**src/rtl/plc_timer_bank_if.sv**
```systemverilog
// Configuration and readback bus for plc_timer_bank.
// Ports: cfg_we/cfg_ch/cfg_preset preset write, sel_ch readback select, elapsed readback.
interface plc_timer_bank_if #(
  parameter int CH_W  = 2,
  parameter int CNT_W = 16
);
  logic             cfg_we;
  logic [CH_W-1:0]  cfg_ch;
  logic [CNT_W-1:0] cfg_preset;
  logic [CH_W-1:0]  sel_ch;
  logic [CNT_W-1:0] elapsed;

  modport master (
    output cfg_we, cfg_ch, cfg_preset, sel_ch,
    input  elapsed
  );

  modport slave (
    input  cfg_we, cfg_ch, cfg_preset, sel_ch,
    output elapsed
  );
endinterface

```
**src/rtl/plc_timer_bank.sv**
```systemverilog
// Multi-channel PLC timer bank: DIS/MAN/TON/TOF per channel, shared prescaler,
// latched estop with restart interlock, elapsed readback.
// Ports: clk, reset (async, high), estop, start, mode, cfg (slave bus), control, done, fault.
// Optional RETENTIVE_EN: adds clr port, makes TON retentive.
module plc_timer_bank #(
  parameter int NUM_CH     = 4,
  parameter int CNT_W      = 16,
  parameter int PRESCALE   = 50000,
  parameter int DEF_PRESET = 3000
) (
  input  logic                clk,
  input  logic                reset,
  input  logic                estop,
  input  logic [NUM_CH-1:0]   start,
  input  logic [2*NUM_CH-1:0] mode,
`ifdef RETENTIVE_EN
  input  logic [NUM_CH-1:0]   clr,
`endif
  plc_timer_bank_if.slave     cfg,
  output logic [NUM_CH-1:0]   control,
  output logic [NUM_CH-1:0]   done,
  output logic                fault
);

  localparam int PW = (PRESCALE > 1) ? $clog2(PRESCALE) : 1;
  localparam logic [CNT_W-1:0] ACC_MAX = '1;

  typedef enum logic [1:0] {
    M_DIS = 2'b00,
    M_MAN = 2'b01,
    M_TON = 2'b10,
    M_TOF = 2'b11
  } mode_e;

  logic [PW-1:0]         pcnt;
  logic                  tick;
  logic [CNT_W-1:0]      preset_q [NUM_CH];
  logic [CNT_W-1:0]      acc_q    [NUM_CH];
  logic [CNT_W-1:0]      acc_d    [NUM_CH];
  logic [NUM_CH-1:0]     ctl_d;
  logic [NUM_CH-1:0]     done_d;
  logic [2*NUM_CH-1:0]   mode_q;
  logic                  fault_d;
  logic                  kill;
  logic [CNT_W-1:0]      elapsed_d;

  assign tick    = (pcnt == PW'(PRESCALE - 1));
  // Forced-off covers both the setting edge and the whole latched period.
  assign kill    = estop | fault;
  // Latch releases only once estop is gone and no channel requests a run.
  assign fault_d = estop | (fault & (|start));

  always_comb begin
    logic [CNT_W-1:0] inc;
    mode_e            m;
    logic             st;
    ctl_d  = control;
    done_d = done;
    acc_d  = acc_q;
    inc    = '0;
    m      = M_DIS;
    st     = 1'b0;
    for (int c = 0; c < NUM_CH; c++) begin
      m   = mode_e'(mode[2*c +: 2]);
      st  = start[c];
      inc = (tick && acc_q[c] != ACC_MAX)
          ? acc_q[c] + CNT_W'(1) : acc_q[c];
      if (kill || mode[2*c +: 2] != mode_q[2*c +: 2]) begin
        ctl_d[c]  = 1'b0;
        done_d[c] = 1'b0;
        acc_d[c]  = '0;
      end else begin
        unique case (1'b1)
          (m == M_DIS): begin
            ctl_d[c]  = 1'b0;
            done_d[c] = 1'b0;
            acc_d[c]  = '0;
          end
          (m == M_MAN): begin
            ctl_d[c]  = st;
            done_d[c] = st;
            acc_d[c]  = '0;
          end
          (m == M_TON): begin
            if (st) begin
              acc_d[c] = inc;
              if (done[c] || inc >= preset_q[c]) begin
                ctl_d[c]  = 1'b1;
                done_d[c] = 1'b1;
              end
            end else begin
              ctl_d[c] = 1'b0;
`ifndef RETENTIVE_EN
              done_d[c] = 1'b0;
              acc_d[c]  = '0;
`endif
            end
          end
          (m == M_TOF): begin
            if (st) begin
              ctl_d[c]  = 1'b1;
              done_d[c] = 1'b0;
              acc_d[c]  = '0;
            end else if (control[c]) begin
              acc_d[c] = inc;
              if (inc >= preset_q[c]) begin
                ctl_d[c]  = 1'b0;
                done_d[c] = 1'b1;
              end
            end
          end
          default: ;
        endcase
`ifdef RETENTIVE_EN
        if (clr[c]) begin
          acc_d[c]  = '0;
          done_d[c] = 1'b0;
        end
`endif
      end
    end
  end

  always_comb begin
    elapsed_d = '0;
    if (int'(cfg.sel_ch) < NUM_CH) elapsed_d = acc_q[cfg.sel_ch];
  end

  always_ff @(posedge clk or posedge reset) begin
    if (reset) begin
      pcnt        <= '0;
      control     <= '0;
      done        <= '0;
      fault       <= 1'b0;
      mode_q      <= '0;
      cfg.elapsed <= '0;
      for (int c = 0; c < NUM_CH; c++) begin
        acc_q[c]    <= '0;
        preset_q[c] <= CNT_W'(DEF_PRESET);
      end
    end else begin
      pcnt        <= tick ? '0 : pcnt + PW'(1);
      control     <= ctl_d;
      done        <= done_d;
      fault       <= fault_d;
      mode_q      <= mode;
      cfg.elapsed <= elapsed_d;
      for (int c = 0; c < NUM_CH; c++) begin
        acc_q[c] <= acc_d[c];
        if (cfg.cfg_we && int'(cfg.cfg_ch) == c)
          preset_q[c] <= cfg.cfg_preset;
      end
    end
  end

endmodule

```
**src/flat_wrapper.sv**
```systemverilog
// flat-port wrapper written by rule: the top's interface ports become plain ports
module plc_timer_bank_flat 
#(
  parameter int NUM_CH     = 4,
  parameter int CNT_W      = 16,
  parameter int PRESCALE   = 50000,
  parameter int DEF_PRESET = 3000
)
  (clk, reset, estop, start, mode, control, done, fault, cfg_cfg_we, cfg_cfg_ch, cfg_cfg_preset, cfg_sel_ch, cfg_elapsed);
  plc_timer_bank_if #(.CH_W(2), .CNT_W(CNT_W)) cfg_i ();
  input  logic clk;
  input  logic reset;
  input  logic estop;
  input  logic [NUM_CH-1:0] start;
  input  logic [2*NUM_CH-1:0] mode;
  output logic [NUM_CH-1:0] control;
  output logic [NUM_CH-1:0] done;
  output logic fault;
  input wire logic [$bits(cfg_i.cfg_we)-1:0] cfg_cfg_we;
  input wire logic [$bits(cfg_i.cfg_ch)-1:0] cfg_cfg_ch;
  input wire logic [$bits(cfg_i.cfg_preset)-1:0] cfg_cfg_preset;
  input wire logic [$bits(cfg_i.sel_ch)-1:0] cfg_sel_ch;
  output wire logic [$bits(cfg_i.elapsed)-1:0] cfg_elapsed;
  assign cfg_i.cfg_we = cfg_cfg_we;
  assign cfg_i.cfg_ch = cfg_cfg_ch;
  assign cfg_i.cfg_preset = cfg_cfg_preset;
  assign cfg_i.sel_ch = cfg_sel_ch;
  assign cfg_elapsed = cfg_i.elapsed;
  plc_timer_bank #(.NUM_CH(NUM_CH), .CNT_W(CNT_W), .PRESCALE(PRESCALE), .DEF_PRESET(DEF_PRESET)) u_core (.clk(clk), .reset(reset), .estop(estop), .start(start), .mode(mode), .cfg(cfg_i), .control(control), .done(done), .fault(fault));
endmodule
```
**config.mk**
```make
export PLATFORM = sky130hd
export DESIGN_NAME = plc_timer_bank_flat
export DESIGN_NICKNAME = d
export VERILOG_FILES = /design/src/rtl/plc_timer_bank_if.sv /design/src/rtl/plc_timer_bank.sv /design/src/flat_wrapper.sv
export SDC_FILE = /design/constraint.sdc
export NUM_CORES = 1
export LEC_CHECK = 0
export ABC_AREA = 1
export CAP_MARGIN = 20
export CORE_UTILIZATION = 41
export DETAILED_ROUTE_END_ITERATION = 8
export GPL_TIMING_DRIVEN = 0
export MAX_ROUTING_LAYER = met4
export PLACE_DENSITY = 0.68
export RECOVER_POWER = 50
export SYNTH_ARGS = -nofsm -noshare
export SYNTH_HDL_FRONTEND = slang
export SYNTH_SLANG_ARGS = --single-unit
```
**constraint.sdc**
```tcl
create_clock -name clk -period 13.65 [get_ports clk]
set_input_delay 3.4125 -clock clk [delete_from_list [all_inputs] [get_ports clk]]
set_output_delay 3.4125 -clock clk [all_outputs]
set_load 0.05 [all_outputs]
```
==> impl_metrics.json <==
{
  "place_hpwl_um": 25700,
  "synth_area_leaders": "dfrtp_1, nand2_1, ha_1, inv_1, dfstp_2",
  "grt_use_total_pct": 24.5,
  "fin_crit_ps": 5810,
  "status": "finished with violations",
  "die_area_um2": 29700,
  "wirelength_um": 33700,
  "antenna_left": 0,
  "async_flop_share_pct": 100,
  "insertion_delay_ps": 430,
  "fin_ws_ps": 7840,
  "clockBufferDepth": 2,
  "grt_max_degree": 111,
  "cts.reportedPaths.clkPinSlew_ps": 70,
  "grt_pass1_vias": 10100,
  "criticalPathCategory": "in -> async",
  "viasPerCell": 5.13,
  "drc": 0,
  "dr_total_vias": 11000,
  "worstMarginPinSlew_ps": 3170,
  "clkSinkCount": 177,
  "hold_viol_final": 0,
  "antenna_cells": 0,
  "setup_tns_ps": 0,
  "holdBufCountCts": 0,
  "antenna_found_initial": 0,
  "clock_tree.htree_level_count": 4,
  "cts_inserted_buffers": 17,
  "area_growth_syn_to_layout_pct": 14.3,
  "syn_area_per_cell_um2": 7.16,
  "ir_drop_mv": 0.0786,
  "rsz0062_at_grt": "false",
  "setup_viol": 0,
  "slew_viol_final": 68,
  "crit_fanout": 110,
  "wl_per_cell_um": 15.8,
  "synth.distinct_cells": 49,
  "ys_warn_count": 0,
  "clock.fmax_mhz": 172,
  "critPathCaptureType": "asynchronous set/reset pin",
  "yosys.area.top_type": "dfrtp_1",
  "cp_slowest_cell": "clkinvlp_2",
  "dieHeight_um": 172,
  "synthCells": 1663,
  "ios": 61,
  "ys_seq_elements": 177,
  "final_common_cell": "nand2_1",
  "initial_utilization_pct": 41.6,
  "post_cts_buffers": 0,
  "finalCritPeriodShare_pct": 42.5,
  "crit_arrival_ps": 6330,
  "pre_cts_slack_ps": 7690,
  "final_cell_mix": "nand2_1, inv_1, dfrtp_1",
  "grt_pass1_wl_um": 54000,
  "skew_ps": 13.2,
  "port_buffers": 60,
  "slowest_delay_ps": 1770,
  "cp-start-kind": "input port",
  "powerDensity_nw_per_um2": 93.0,
  "critPathTopFamily": "buffers and inverters",
  "dr.pass1.iters": 5,
  "rows": 62,
  "gp_congestion": 0.953,
  "timing.critical_path.cells": "dlygate4sd3_1, clkinvlp_2, buf_16",
  "hp-class": "reg -> reg",
  "grt_overflow": 0,
  "cts_tree": "yes",
  "cts-root-buf": "clkbuf_16",
  "dr.first_iter.drc_count": 863,
  "final_nets": 1864,
  "failed_checks": "max-capacitance violations, max-slew violations",
  "leakagePower_uw": 0.00699,
  "relSlewSlack_pct": -112,
  "drive_gt1_share_pct": 6.78,
  "drv_cap": 1,
  "cp.required_ps": 14170,
  "synth_top_area_share_pct": 31.3,
  "coreArea_um2": 28600,
  "die_w_um": 172,
  "fill_cells": 2878,
  "synth-main-ff-cell": "dfrtp_1",
  "syn_area_um2": 11900,
  "ys_seq_area_share_pct": 37.5,
  "synth_edf_count": 0,
  "ctsResizeCount": 0,
  "synth.net_count": 1784,
  "critPathBufInv": 3
}
logic make-up (layout without fill, tap and decap cells):
kind of cell	after synthesis	count (layout)	share of synthesized area, %
adders and majority gates	85	85	8.93
AOI/OAI and AO/OA	235	235	10.6
and+or+nand+nor	782	782	28.0
buffers and inverters	329	422	10.9
xor gates and xnor gates	55	55	4.05
DFF	177	177	37.5
flip-flops by register name, summed over array words and instances (netlist names):
name,cells
u_core.control,4
u_core.fault,1
u_core.preset_q,64
u_core.mode_q,8
u_core.cfg.elapsed,16
u_core.done,4
u_core.acc_q,64
u_core.pcnt,16
worst reg2reg max path, cell delays in order, from the launching register on:
cell and delay [ps]:
dfrtp_1 400, ha_1 240, nand3_1 120, nor3_1 60, nand3_1 240, clkinvlp_2 620
nand2_2 370, inv_2 130, buf_4 200, a21boi_0 270, ha_1 310, a21oi_1 140
o21ai_0 100, nor2_1 190, nand3_1 100, nand2_1 90, nand2_1 80, o21ai_0 160
cell usage after synthesis (2+ instances only):
cell type,count
o21ai_1,11
nand3_1,81
nand3b_1,4
xor2_1,51
inv_1,281
a211o_1,3
dfrtp_1,149
nand2_2,12
buf_4,4
o21bai_1,3
clkbuf_1,22
nor2_1,92
a21oi_1,74
xnor2_1,4
a21boi_0,2
inv_2,7
nor4_1,9
nor3_1,25
or2_1,3
buf_2,8
nand4_1,27
o22ai_1,23
o21ai_0,111
or4_1,4
o211ai_1,3
nor2_2,4
nor3_2,2
dfstp_2,28
buf_1,2
nand2_1,496
or2_2,13
and2_1,4
ha_1,85
layer usage:
layer | GRT usage [%] | vias to the layer above | routed length (um) | part of all wire [%]
met3 | 3.32 | 54 | 2020 | 6.0
met1 | 34.2 | 5136 | 15800 | 47
met2 | 37.3 | 352 | 15200 | 45
li1 | - | 5438 | - | -
met4 | 6.16 | 0 | 675 | 2.0
met5 | - | - | 0 | 0
stage by stage:
step	area, um2	std cells	util (%)	hold WS (ps)	total power (uW)
after global routing	13600	2140	47.5	484	1320
after global placement	13000	2107	45.4	448	759
after detailed placement	13000	2108	45.5	458	765
after floorplan	11900	1663	-	433	703
final	13600	2140	47.5	460	1270
after CTS	13600	2140	47.6	468	1270
where the power goes:
| group | internal (uW) | total [uW] | switching (uW) | leakage, uW |
|---|---|---|---|---|
| registers | 568 | 588 | 19.7 | 0.00227 |
| logic | 59.5 | 167 | 107 | 0.00443 |
| clock network | 294 | 511 | 216 | 0.000289 |
path summary, 6_finish.rpt:
path / from / depth (start not counted) / to / slack (ps)
max reg2reg: u_core.pcnt[0]$_DFF_PP0_ / 17 / u_core.control[1]$_DFFE_PP0P_ / 9760
min: u_core.pcnt[0]$_DFF_PP0_ / 1 / u_core.pcnt[0]$_DFF_PP0_ / 460
max in group clk: estop / 10 / u_core.acc_q[50]$_DFFE_PP0P_ / 8180
min in group asynchronous: reset / 2 / u_core.pcnt[13]$_DFF_PP0_ / 4340
max: reset / 3 / u_core.acc_q[0]$_DFFE_PP0P_ / 7840
min reg2reg: u_core.pcnt[0]$_DFF_PP0_ / 1 / u_core.pcnt[0]$_DFF_PP0_ / 460
final cells by class:
| class | instances | area [um2] | share of cell area, % |
|---|---|---|---|
| Clock inverter | 9 | 135 | 0.993 |
| Multi-Input combinational cell | 1157 | 6150 | 45.2 |
| Inverter | 291 | 1100 | 8.08 |
| Clock buffer | 23 | 458 | 3.37 |
| Timing Repair Buffer | 61 | 628 | 4.62 |
| Buffer | 38 | 191 | 1.41 |
| Tap cell | 384 | 480 | 3.53 |
| Sequential cell | 177 | 4460 | 32.8 |
No activity file was read; power rests on OpenSTA's default activity.
==> edit: new RTL, same settings <==
`CNT_W` is set to 16 in 3 places; all go to 24.
--- a/src/rtl/plc_timer_bank_if.sv
+++ b/src/rtl/plc_timer_bank_if.sv
@@ -3,5 +3,5 @@
 interface plc_timer_bank_if #(
   parameter int CH_W  = 2,
-  parameter int CNT_W = 16
+  parameter int CNT_W = 24
 );
   logic             cfg_we;
--- a/src/rtl/plc_timer_bank.sv
+++ b/src/rtl/plc_timer_bank.sv
@@ -5,5 +5,5 @@
 module plc_timer_bank #(
   parameter int NUM_CH     = 4,
-  parameter int CNT_W      = 16,
+  parameter int CNT_W      = 24,
   parameter int PRESCALE   = 50000,
   parameter int DEF_PRESET = 3000
--- a/src/flat_wrapper.sv
+++ b/src/flat_wrapper.sv
@@ -3,5 +3,5 @@
 #(
   parameter int NUM_CH     = 4,
-  parameter int CNT_W      = 16,
+  parameter int CNT_W      = 24,
   parameter int PRESCALE   = 50000,
   parameter int DEF_PRESET = 3000
Ports: changed (resized cfg_cfg_preset and cfg_elapsed); port bits go from 61 to 77. No check against the original RTL was run, so the function may have changed too.
==> edit against the original RTL <==
First-iteration DRC count rose by 25%. Via count rose by 40%. Power rose by 54%. Sequential share of layout area barely moved. Synthesized area rose by 39%. Worst setup slack improved by 0.20 ns. Sequential cell count rose by 72. Wire length rose by 61%. Core utilization rose by 0.52 points. Die area rose by 38%. Final area rose by 40%.
==> edit: results (changes against the original RTL) <==
[outcome]
status=finished, final reports clean

[place]
dpl_worst_slack_ns=7.46  ; -0.230 ns
numPortBuffers=75  ; +25%
gp_congestion=1.00  ; +4.9%
place.detailed.hpwl_um=42600  ; +66%

[synth]
yosysUniqueCellTypes=45  ; -8.2%
synthTopCellsByCount=612 x nand2_1, 330 x inv_1, 221 x dfrtp_1
yosys-top-cells-area=dfrtp_1 33%, nand2_1 14%, ha_1 8.9%
syn_nets=2445  ; +37%
synthFlopType=dfrtp_1
synth_seq_area_share_pct=37.9  ; +0.40 points
async_flop_share_pct=100  ; unchanged
synth.yosys.warnings=0  ; unchanged

[drt]
drt_iter0_markers=1076  ; +25%
via_count=15300  ; +40%
dr_wl_met3_um=3320  ; +64%
drt-met1-wl_um=24600  ; +56%
route.met2.wl_um=24600  ; +62%
top_layer_used=met4
totalWireLength_um=54200  ; +61%
dr.pass1.iters=5  ; unchanged

[pwr]
peakVddDrop_mv=0.123  ; +56%
p_leak_nw=9.41  ; +35%

[hold_path]
worstHoldStart=u_core.pcnt[0]$_DFF_PP0_
whs_path_depth=1  ; unchanged
hold_path_class=flop to flop
hold_end=u_core.pcnt[0]$_DFF_PP0_

[worst_setup_path]
crit_slowest_cell=clkdlybuf4s50_1
r2r_cells=23  ; +6
slowest_delay_ns=0.43  ; -1.34 ns
cp.arrival_ns=6.04  ; -0.29 ns
reg2reg_from=u_core.pcnt[0]$_DFF_PP0_
path_max_fanout=10  ; -91%
timing.rr.end=u_core.control[1]$_DFFE_PP0P_
r2r_setup_slack_ns=9.15  ; -0.61 ns
critical_path.top_delay_family=buffers and inverters

[cts]
cts_buffers=30  ; +13
clk_transition_reported_paths_ns=0.06
clock-root-buffer=clkbuf_16
postCtsSetupRepairBufs=0  ; unchanged
cts_resized=0  ; unchanged
ctsHtreeMaxLevel=1  ; -3
cts_buffer_depth=3  ; +1
clk_latency_ns=0.58  ; +0.15 ns

[finish]
drive_above_1_share_pct=6.66  ; -0.12 points
fin_nets=2554  ; +37%
top_regs=u_core.acc_q: 96 flops, u_core.preset_q: 96 flops, u_core.cfg.elapsed: 24 flops
fill_cells=4026  ; +40%

[global_route]
grt_max_degree=122  ; +9.9%
grt_pass1_wl_um=84400  ; +56%
grt_antenna_before_repair=5  ; +5
grt_usage_pct=27.6  ; +3.1 points

[timing]
fin_skew_ns=0.0118  ; -0.00138 ns
slew_headroom_pct=10.5  ; +120 points

edit: how the worst max path moves through the flow:
stage	start	end	slack, ns	depth (start not counted)
after global routing	estop	u_core.acc_q[62]$_DFFE_PP0P_	7.90	12
after CTS	estop	u_core.acc_q[58]$_DFFE_PP0P_	8.07	12
final	estop	u_core.acc_q[58]$_DFFE_PP0P_	8.04	12
after global placement	reset	u_core.mode_q[1]$_DFF_PP0_	0.02	2
after detailed placement	estop	u_core.acc_q[58]$_DFFE_PP0P_	7.46	12
after floorplan	reset	u_core.acc_q[0]$_DFFE_PP0P_	3.44	1
edit: per-stage QoR:
stage	cells	hold WS, ns	cell area [µm²]
floorplan	2284	0.425	16500
global placement	2884	0.438	17900
detailed placement	2886	0.456	18000
CTS	2942	0.464	19100
global route	2943	0.484	19100
finish	2945	0.458	19100
edit: cells by family (layout without fill, tap and decap cells):
family,Yosys count,after routing,share of synthesized area [%]
flip-flops,249,249,37.9
XOR/XNOR,97,97,5.14
AND/OR/NAND/NOR,1007,1007,25.2
other,0,3,0
buffers and inverters,415,548,9.84
adder cells (fa/ha/maj),117,117,8.85
AO/OA/AOI/OAI,399,399,13.1
edit: power by group:
part,internal [mW],switching [mW]
Sequential,0.799,0.0267
Clock,0.538,0.344
Combinational,0.0820,0.160
edit: area by class of cell:
cell class | count | area share (%)
diodes | 3 | 0.0393
inverters | 341 | 6.72
clock inverters | 23 | 1.53
repair buffers | 77 | 4.22
plain buffers | 74 | 1.80
multi-input cells | 1620 | 45.2
clock buffers | 33 | 4.21
flip-flops and latches | 249 | 32.8
well taps | 525 | 3.44
edit: metal layers:
layer	GRT usage, %	up-vias
li1	-	7482
met1	37.2	7293
met5	-	-
met3	3.53	95
met4	8.08	0
met2	43.3	463
